### src/rtl/frame_writer_if.sv
`default_nettype none
// +----------------------------------------------------------------------+
// | frame_writer_if                                                      |
// | Pixel plot / clear request bus and frame RAM write port.             |
// | Revision: 1.0                                                        |
// +----------------------------------------------------------------------+
interface frame_writer_if;
    logic        plot;
    logic [7:0]  x;
    logic [6:0]  y;
    logic [2:0]  colourIn;
    logic        clear;
    logic [2:0]  clearColour;
    logic        ready;
    logic        busy;
    logic [14:0] ramAddress;
    logic [2:0]  ramData;
    logic        ramWren;
    logic [7:0]  dropCount;

    modport master (
        output plot, x, y, colourIn, clear, clearColour,
        input  ready, busy, ramAddress, ramData, ramWren, dropCount
    );

    modport slave (
        input  plot, x, y, colourIn, clear, clearColour,
        output ready, busy, ramAddress, ramData, ramWren, dropCount
    );
endinterface
`default_nettype wire

### src/rtl/frame_writer.sv
`default_nettype none
// +----------------------------------------------------------------------+
// | frame_writer                                                         |
// | 160x120x3 frame RAM writer: pipelined pixel plots and screen fill.   |
// | Revision: 1.0                                                        |
// +----------------------------------------------------------------------+
module frame_writer (
    input  wire logic      clk,
    input  wire logic      rst,
    frame_writer_if.slave  fw
);

    localparam logic [7:0]  c_WIDTH     = 8'd160;
    localparam logic [6:0]  c_HEIGHT    = 7'd120;
    localparam logic [14:0] c_LAST_ADDR = 15'd19199;

    typedef enum logic [1:0] {
        ST_IDLE  = 2'd0,
        ST_DRAIN = 2'd1,
        ST_FILL  = 2'd2
    } state_t;

    state_t      r_state;
    state_t      w_next;
    logic        r_drain_cnt;
    logic [14:0] r_fill_addr;
    logic [2:0]  r_fill_col;

    // stage 1: raw accepted plot
    logic        r_s1_vld;
    logic [7:0]  r_s1_x;
    logic [6:0]  r_s1_y;
    logic [2:0]  r_s1_col;
    // stage 2: resolved address/data
    logic        r_s2_wr;
    logic [14:0] r_s2_addr;
    logic [2:0]  r_s2_data;
    // registered plot write port
    logic        r_wr;
    logic [14:0] r_addr;
    logic [2:0]  r_data;
    logic [7:0]  r_drop;

    logic        w_idle;
    logic        w_accept;
    logic        w_s1_inrange;
    logic [14:0] w_y15;
    logic [14:0] w_s1_addr;

    assign w_idle       = (r_state == ST_IDLE);
    assign w_accept     = w_idle && !fw.clear && fw.plot;
    assign w_s1_inrange = (r_s1_x < c_WIDTH) && (r_s1_y < c_HEIGHT);

    // y*160 = y*128 + y*32
    assign w_y15     = {8'd0, r_s1_y};
    assign w_s1_addr = (w_y15 << 7) + (w_y15 << 5) + {7'd0, r_s1_x};

    always_comb begin
        w_next = r_state;
        case (r_state)
            ST_IDLE:  if (fw.clear)                 w_next = ST_DRAIN;
            ST_DRAIN: if (r_drain_cnt)              w_next = ST_FILL;
            ST_FILL:  if (r_fill_addr == c_LAST_ADDR) w_next = ST_IDLE;
            default:                                w_next = ST_IDLE;
        endcase
    end

    always_ff @(posedge clk) begin
        if (!rst) begin
            r_state     <= ST_IDLE;
            r_drain_cnt <= 1'b0;
            r_fill_addr <= 15'd0;
            r_fill_col  <= 3'd0;
        end else begin
            r_state     <= w_next;
            r_drain_cnt <= (r_state == ST_DRAIN) ? ~r_drain_cnt : 1'b0;
            r_fill_addr <= (r_state == ST_FILL && w_next == ST_FILL) ? r_fill_addr + 15'd1 : 15'd0;
            if (w_idle && fw.clear) begin
                r_fill_col <= fw.clearColour;
            end
        end
    end

    always_ff @(posedge clk) begin
        if (!rst) begin
            r_s1_vld  <= 1'b0;
            r_s1_x    <= 8'd0;
            r_s1_y    <= 7'd0;
            r_s1_col  <= 3'd0;
            r_s2_wr   <= 1'b0;
            r_s2_addr <= 15'd0;
            r_s2_data <= 3'd0;
            r_wr      <= 1'b0;
            r_addr    <= 15'd0;
            r_data    <= 3'd0;
            r_drop    <= 8'd0;
        end else begin
            r_s1_vld <= w_accept;
            if (w_accept) begin
                r_s1_x   <= fw.x;
                r_s1_y   <= fw.y;
                r_s1_col <= fw.colourIn;
            end

            // out-of-range plots still occupy their slot, just without a write
            r_s2_wr   <= r_s1_vld && w_s1_inrange;
            r_s2_addr <= (r_s1_vld && w_s1_inrange) ? w_s1_addr : 15'd0;
            r_s2_data <= (r_s1_vld && w_s1_inrange) ? r_s1_col  : 3'd0;

            if (r_s1_vld && !w_s1_inrange && r_drop != 8'hFF) begin
                r_drop <= r_drop + 8'd1;
            end

            r_wr   <= r_s2_wr;
            r_addr <= r_s2_addr;
            r_data <= r_s2_data;
        end
    end

    // DRAIN guarantees the plot pipeline is empty before FILL owns the port
    assign fw.ready      = w_idle && !fw.clear;
    assign fw.busy       = !w_idle;
    assign fw.ramWren    = (r_state == ST_FILL) || r_wr;
    assign fw.ramAddress = (r_state == ST_FILL) ? r_fill_addr : r_addr;
    assign fw.ramData    = (r_state == ST_FILL) ? r_fill_col  : r_data;
    assign fw.dropCount  = r_drop;

endmodule
`default_nettype wire
### src/flat_wrapper.sv
// flat-port wrapper written by rule: the top's interface ports become plain ports
module frame_writer_flat 
  (clk, rst, fw_plot, fw_x, fw_y, fw_colourIn, fw_clear, fw_clearColour, fw_ready, fw_busy, fw_ramAddress, fw_ramData, fw_ramWren, fw_dropCount);
  frame_writer_if fw_i ();
  input  wire logic clk;
  input  wire logic rst;
  input wire logic [$bits(fw_i.plot)-1:0] fw_plot;
  input wire logic [$bits(fw_i.x)-1:0] fw_x;
  input wire logic [$bits(fw_i.y)-1:0] fw_y;
  input wire logic [$bits(fw_i.colourIn)-1:0] fw_colourIn;
  input wire logic [$bits(fw_i.clear)-1:0] fw_clear;
  input wire logic [$bits(fw_i.clearColour)-1:0] fw_clearColour;
  output wire logic [$bits(fw_i.ready)-1:0] fw_ready;
  output wire logic [$bits(fw_i.busy)-1:0] fw_busy;
  output wire logic [$bits(fw_i.ramAddress)-1:0] fw_ramAddress;
  output wire logic [$bits(fw_i.ramData)-1:0] fw_ramData;
  output wire logic [$bits(fw_i.ramWren)-1:0] fw_ramWren;
  output wire logic [$bits(fw_i.dropCount)-1:0] fw_dropCount;
  assign fw_i.plot = fw_plot;
  assign fw_i.x = fw_x;
  assign fw_i.y = fw_y;
  assign fw_i.colourIn = fw_colourIn;
  assign fw_i.clear = fw_clear;
  assign fw_i.clearColour = fw_clearColour;
  assign fw_ready = fw_i.ready;
  assign fw_busy = fw_i.busy;
  assign fw_ramAddress = fw_i.ramAddress;
  assign fw_ramData = fw_i.ramData;
  assign fw_ramWren = fw_i.ramWren;
  assign fw_dropCount = fw_i.dropCount;
  frame_writer u_core (.clk(clk), .rst(rst), .fw(fw_i));
endmodule
### config.mk
export PLATFORM = sky130hd
export DESIGN_NAME = frame_writer_flat
export DESIGN_NICKNAME = d
export VERILOG_FILES = /design/src/rtl/frame_writer_if.sv /design/src/rtl/frame_writer.sv /design/src/flat_wrapper.sv
export SDC_FILE = /design/constraint.sdc
export NUM_CORES = 1
export LEC_CHECK = 0
export BUFFER_PORTS_ARGS = -buffer_cell sky130_fd_sc_hd__buf_2
export CAP_MARGIN = 20
export CORE_ASPECT_RATIO = 1.4
export CORE_MARGIN = 3
export CORE_UTILIZATION = 50
export DETAILED_ROUTE_END_ITERATION = 12
export HOLD_SLACK_MARGIN = 0.06
export PLACE_DENSITY = 0.74
export SLEW_MARGIN = 20
export SYNTH_ARGS = -nofsm -noshare
export SYNTH_HDL_FRONTEND = slang
export SYNTH_SLANG_ARGS = --single-unit
### constraint.sdc
create_clock -name clk -period 2.55 [get_ports clk]
set_clock_uncertainty 0.2 [all_clocks]
set_input_delay 0.255 -clock clk [delete_from_list [all_inputs] [get_ports clk]]
set_output_delay 0.255 -clock clk [all_outputs]
set_load 0.05 [all_outputs]
After elaboration in Yosys (flattened, before gate mapping)
Cells that the tools add are included.

Register bits after elaboration: 86. Logic and storage cells: 49.

Bitwise logic cells: 1. Equal/unequal tests: 5. Add/subtract/negate cells: 4. Muxes and demuxes: 6. Reduce and logical (&&, ||, !) cells: 16. $lt $le $gt $ge: 2.

Operators by type and width (count): $add A14 B12 Y15 (1); $add A15 B1 Y15 const B (1); $add A15 B8 Y15 (1); $eq A15 B15 Y1 const B (1); $mux W15 (1); $add A8 B1 Y8 const B (1); $logic_and A1 B1 Y1 (8); $lt A8 B8 Y1 const B (1); $ne A8 B8 Y1 const B (1); $lt A7 B7 Y1 const B (1); $mux W2 (3); $pmux W2 S3 (1); $reduce_and A2 Y1 (3); $eq A2 B2 Y1 const B (2); $logic_not A1 Y1 (3); $mux W3 (1); $eq A2 B1 Y1 const B (1); $logic_not A2 Y1 (1); $logic_or A1 B1 Y1 (1); $not A1 Y1 (1).

Depth between registers and ports, before layout
Depth in word-level cells: 6. Gate-level depth with buffers: 8. Mapped depth without buffers: 8.

Worst setup path before layout
No wires, ideal clock.

Kind: reg-to-reg. From: reg u_core.r_s1_y[0]. To: reg u_core.r_s2_addr[14]. Required time: 2280 ps. Data arrival time: 2256 ps. Stages on the path, launching flop included: 8. Path slack: 24 ps. Path buffers: 0. Setup time: 70 ps. Path through: dfxtp_1 > inv_1 > fa_1 > fa_1 > nand2b_1 > a21o_1 > or3b_2 > a21oi_1.

Longest elaborated chain between the ends: 4. Elaborated cells between the ends (all ways): 6.

RTL lines: start, declared (line frame_writer.sv:32) `logic [6:0] r_s1_y;`; start signal, assigned (line frame_writer.sv:101) `r_s1_y <= fw.y;`; parallel branches: the longest is 4 deep, another holds $add A14 B12 Y15; end signal, assigned (line frame_writer.sv:107) `r_s2_addr <= (r_s1_vld && w_s1_inrange) ? w_s1_addr : 15'd0;`; end, declared (line frame_writer.sv:36) `logic [14:0] r_s2_addr;`.

Parallel ways; which one is timed is not known. A chain may end at the register's enable or synchronous reset.

Worst setup path after layout
From: reg u_core.r_s1_y[1]. To: reg u_core.r_s2_addr[14].

The elaborated chain is that of the path after synthesis.

==> results by group <==
CTS
  • Clock buffer depth: 2
  • Total CTS buffers: 9
  • Clk Latency, worst-skew pair: 0.35 ns
  • CTS tree: done
  • H-Tree Depth: 3
  • Clk pin slew, worst setup/hold paths: ~0.090 ns
  • # clock sinks: 86
  • Root Buffer Master: clkbuf_8
  • Setup bufs post-CTS: 0

Routing
  • Vias per Instance: 5.098
  • Routed wire per std cell: around 13 um
  • DRC Markers: 0
  • DRT iter0 DRCs: ~150
  • Final WL: 7000 um
  • DR vias: around 2.8k
  • Post-detailed-route count of antenna-violating nets: 0
  • DR pass1 iterations: 4

Timing
  • Peak Freq: 399.5 MHz
  • Final setup fails: 0
  • Fin crit share: 0.9816
  • Unrepaired setup endpoints after global routing: no
  • Worst-Margin Slew: 0.5788 ns
  • Worst rel slew slack: 0.6132
  • Slew Viols, Final: 0
  • Post-layout min period: 2.503 ns
  • Final hold violation count: 0
  • Hold_ws: approximately 0.21 ns

Cells and area
  • Layout cells sized above 1: 0.2321
  • Area growth syn-to-layout: 22.42%
  • Non-filler instance count after layout: 553
  • Final #Nets: 498
  • Diode count: 0

Worst setup path
  • Reg2reg end: u_core.r_s2_addr[14]
  • Worst setup startpoint: u_core.r_s1_y[1]
  • Critical Path Start Type: flop
  • Worst setup EP type: flop
  • Critical Path AT: 2.58 ns
  • Required time worst endpoint: 2.63 ns
  • Critical path type: flop to flop
  • Worst setup path endpoint: u_core.r_s2_addr[14]
  • Max FO, Critical Path: 3
  • Worst R2R Start: u_core.r_s1_y[1]
  • Reg2reg path depth: 8
  • Flop-to-flop setup slack: about 0.047 ns

Synth
  • Synthesized-area fraction occupied by xor and xnor cells: 0.03673
  • Main area contributors after synthesis: dfxtp_1 48%, mux2_2 5.7%, and2_1 5.2%
  • Post-synthesis average cell area: 9.438 sq um
  • Synth Register Bits: 86
  • Synth Area in Adders: 0.06366
  • Distinct cells, synth: 44
  • Mapped Nets: 421
  • Area leader, netlist: dfxtp_1
  • Synth cell count leaders: 86 x dfxtp_1, 50 x nand2_1, 30 x a21oi_1, 30 x and2_1, 29 x nor2_1
  • Most common cell in the netlist: dfxtp_1
  • Compound-gate portion of the synthesized area: 0.09584
  • Mapped Cells: 379
  • Top-area cell type share of the netlist area: 0.4813
  • Main synth FF type: dfxtp_1
  • Mux share of post-synthesis cell area: 0.07065
  • Yosys warns: 0
  • Seq/Total Area, Yosys: 0.4813
  • EDFF count, synth: 0
  • Synthesized area: 3577 sq um
  • FFs w/ async S/R, synth: 0
  • Synth Area in Simple Gates: 0.2141
  • Largest family of logic cells by synthesized area: simple AND/OR/NAND/NOR gates

Status
  • Status: complete, no violations

Pwr
  • Leakage: 0.001858 uW
  • Comb power frac: 0.079
  • Net switching power: 647.2 uW
  • Switching share of power: 0.2504
  • Reg power frac: 0.537
  • Power density cells: 590.2 nW/um^2
  • Internal power: between 1500 and 2000 uW
  • Maximum VDD drop: 310.5 uV
  • Clock share of power: 0.384

Floorplan
  • Core Area: 6744 sq um
  • Row Count: 35
  • Die Width: 77.49 um
  • Die H: roughly 110 um
  • Initial Utilization: 0.5304
  • Die area: 8220 sq um
  • IO Count: 54

Placement
  • Placed cells: ~500
  • Placer congestion estimate: 0.9064
  • Port Buffer Count: 53
  • DP Wirelength: 5033 um

Global routing
  • Initial antenna violation count: 0
  • Vias in the first global route: 2654
  • Grt total ovfl: 0
  • Tot GR Track Use: 0.1836
  • First-pass GRT wire length: 12120 um
  • Largest net degree at the start of global routing: 29

Worst hold path
  • Hold WC Path Type: primary input to flop

Job
  • Max Cap Violations: 0
==> worst max-delay path: stages (launching register included) <==
cell      delay [ns]
dfxtp_1         0.34
ha_1            0.29
ha_2            0.20
inv_1           0.07
fa_2            0.39
nand2b_1        0.17
a21o_1          0.18
or3b_2          0.46
a21oi_1         0.15
==> state kept, by name (all words and copies together) (netlist names) <==
name                 count
u_core.fw.dropCount      8
u_core.r_s2_wr           1
u_core.r_s1_x            8
u_core.r_drain_cnt       1
u_core.r_wr              1
u_core.r_s2_data         3
u_core.r_s1_col          3
u_core.r_addr           15
u_core.r_fill_col        3
u_core.r_state           2
u_core.r_s1_vld          1
u_core.r_data            3
u_core.r_fill_addr      15
u_core.r_s1_y            7
u_core.r_s2_addr        15
==> power by group through the flow <==
| stage | Clock (uW) | Combinational [uW] | Sequential, uW |
|---|---|---|---|
| final | 992 | 205 | 1390 |
| after global routing | 1080 | 231 | 1390 |
| after CTS | 1020 | 205 | 1390 |
| after detailed placement | 0 | 178 | 1420 |
| after global placement | 0 | 175 | 1420 |
| after floorplan | 0 | 128 | 1410 |
==> logic make-up (layout without fill, tap and decap cells) <==
group,after synthesis,count (layout)
buffers and inverters,30,112
AO/OA/AOI/OAI,56,56
adder cells (fa/ha/maj),17,17
XOR/XNOR,15,15
multiplexers,23,23
AND/OR/NAND/NOR,152,152
flip-flops,86,86
==> metrics by stage <==
| step | total power, uW | setup TNS [ns] | utilization | setup slack (ns) | area [sq um] |
|---|---|---|---|---|---|
| finish | 2585 | 0 | 0.6494 | 0.04701 | 4379 |
| global route | 2699 | 0 | 0.6494 | 0.005070 | 4379 |
| CTS | 2616 | 0 | 0.6469 | 0.001145 | 4363 |
| detailed placement | 1596 | -0.02176 | 0.5824 | -0.02176 | 3928 |
| global placement | 1592 | 0 | 0.5824 | 0.02701 | 3928 |
| floorplan | 1542 | 0 | - | 0.02446 | 3577 |
==> routing by layer <==
layer	vias up	track usage	wire [um]
li1	1455	-	-
met5	-	0	0
met4	0	0.1069	107
met3	8	0.03305	282
met2	57	0.3084	3483
met1	1299	0.2176	3127
==> worst min path at each step <==
stage | slack (ns) | depth (start not counted) | to | from
floorplan | 0.18 | 1 | u_core.r_addr[14] | rst
global placement | 0.21 | 1 | u_core.r_addr[3] | u_core.r_s2_addr[3]
detailed placement | 0.22 | 1 | u_core.r_addr[3] | u_core.r_s2_addr[3]
CTS | 0.19 | 4 | u_core.r_state[0] | fw_clear
global route | 0.22 | 4 | u_core.r_state[0] | fw_clear
finish | 0.21 | 4 | u_core.r_state[0] | fw_clear
==> cell usage in the layout, fill, tap and decap left out, types with 3 or more instances in the layout <==
cell,instances
nor2_1,29
xnor2_1,6
ha_1,14
buf_2,53
or4_1,4
nor3_1,6
inv_1,13
o31ai_1,5
o21ai_0,5
xor2_1,9
mux2_2,18
dfxtp_1,84
buf_4,7
o21bai_1,3
inv_6,3
nand4_1,6
nand2_1,50
and4_1,3
or3_1,4
dlygate4sd3_1,22
a21o_1,3
mux2i_1,5
and2_1,30
clkbuf_8,9
nand3_1,8
a21oi_1,30
nand2b_1,4
==> area by class of cell <==
cell class | instances | area, sq um
Sequential cell | 86 | 1724
Clock inverter | 7 | 87.58
Clock buffer | 9 | 123.9
Multi-Input combinational cell | 263 | 1738
Fill cell | 569 | 2365
Timing Repair Buffer | 82 | 538.0
Tap cell | 92 | 115.1
Inverter | 14 | 52.55
==> what timing repair did <==
| action | CTS | global route |
|---|---|---|
| gates resized for setup | 2 | 4 |
| hold endpoints to repair | 22 | 0 |
| pin swaps | 1 | 3 |
| setup endpoints to repair | 1 | 4 |
| hold buffers | 22 | 0 |
No activity file was read; power rests on OpenSTA's default activity.
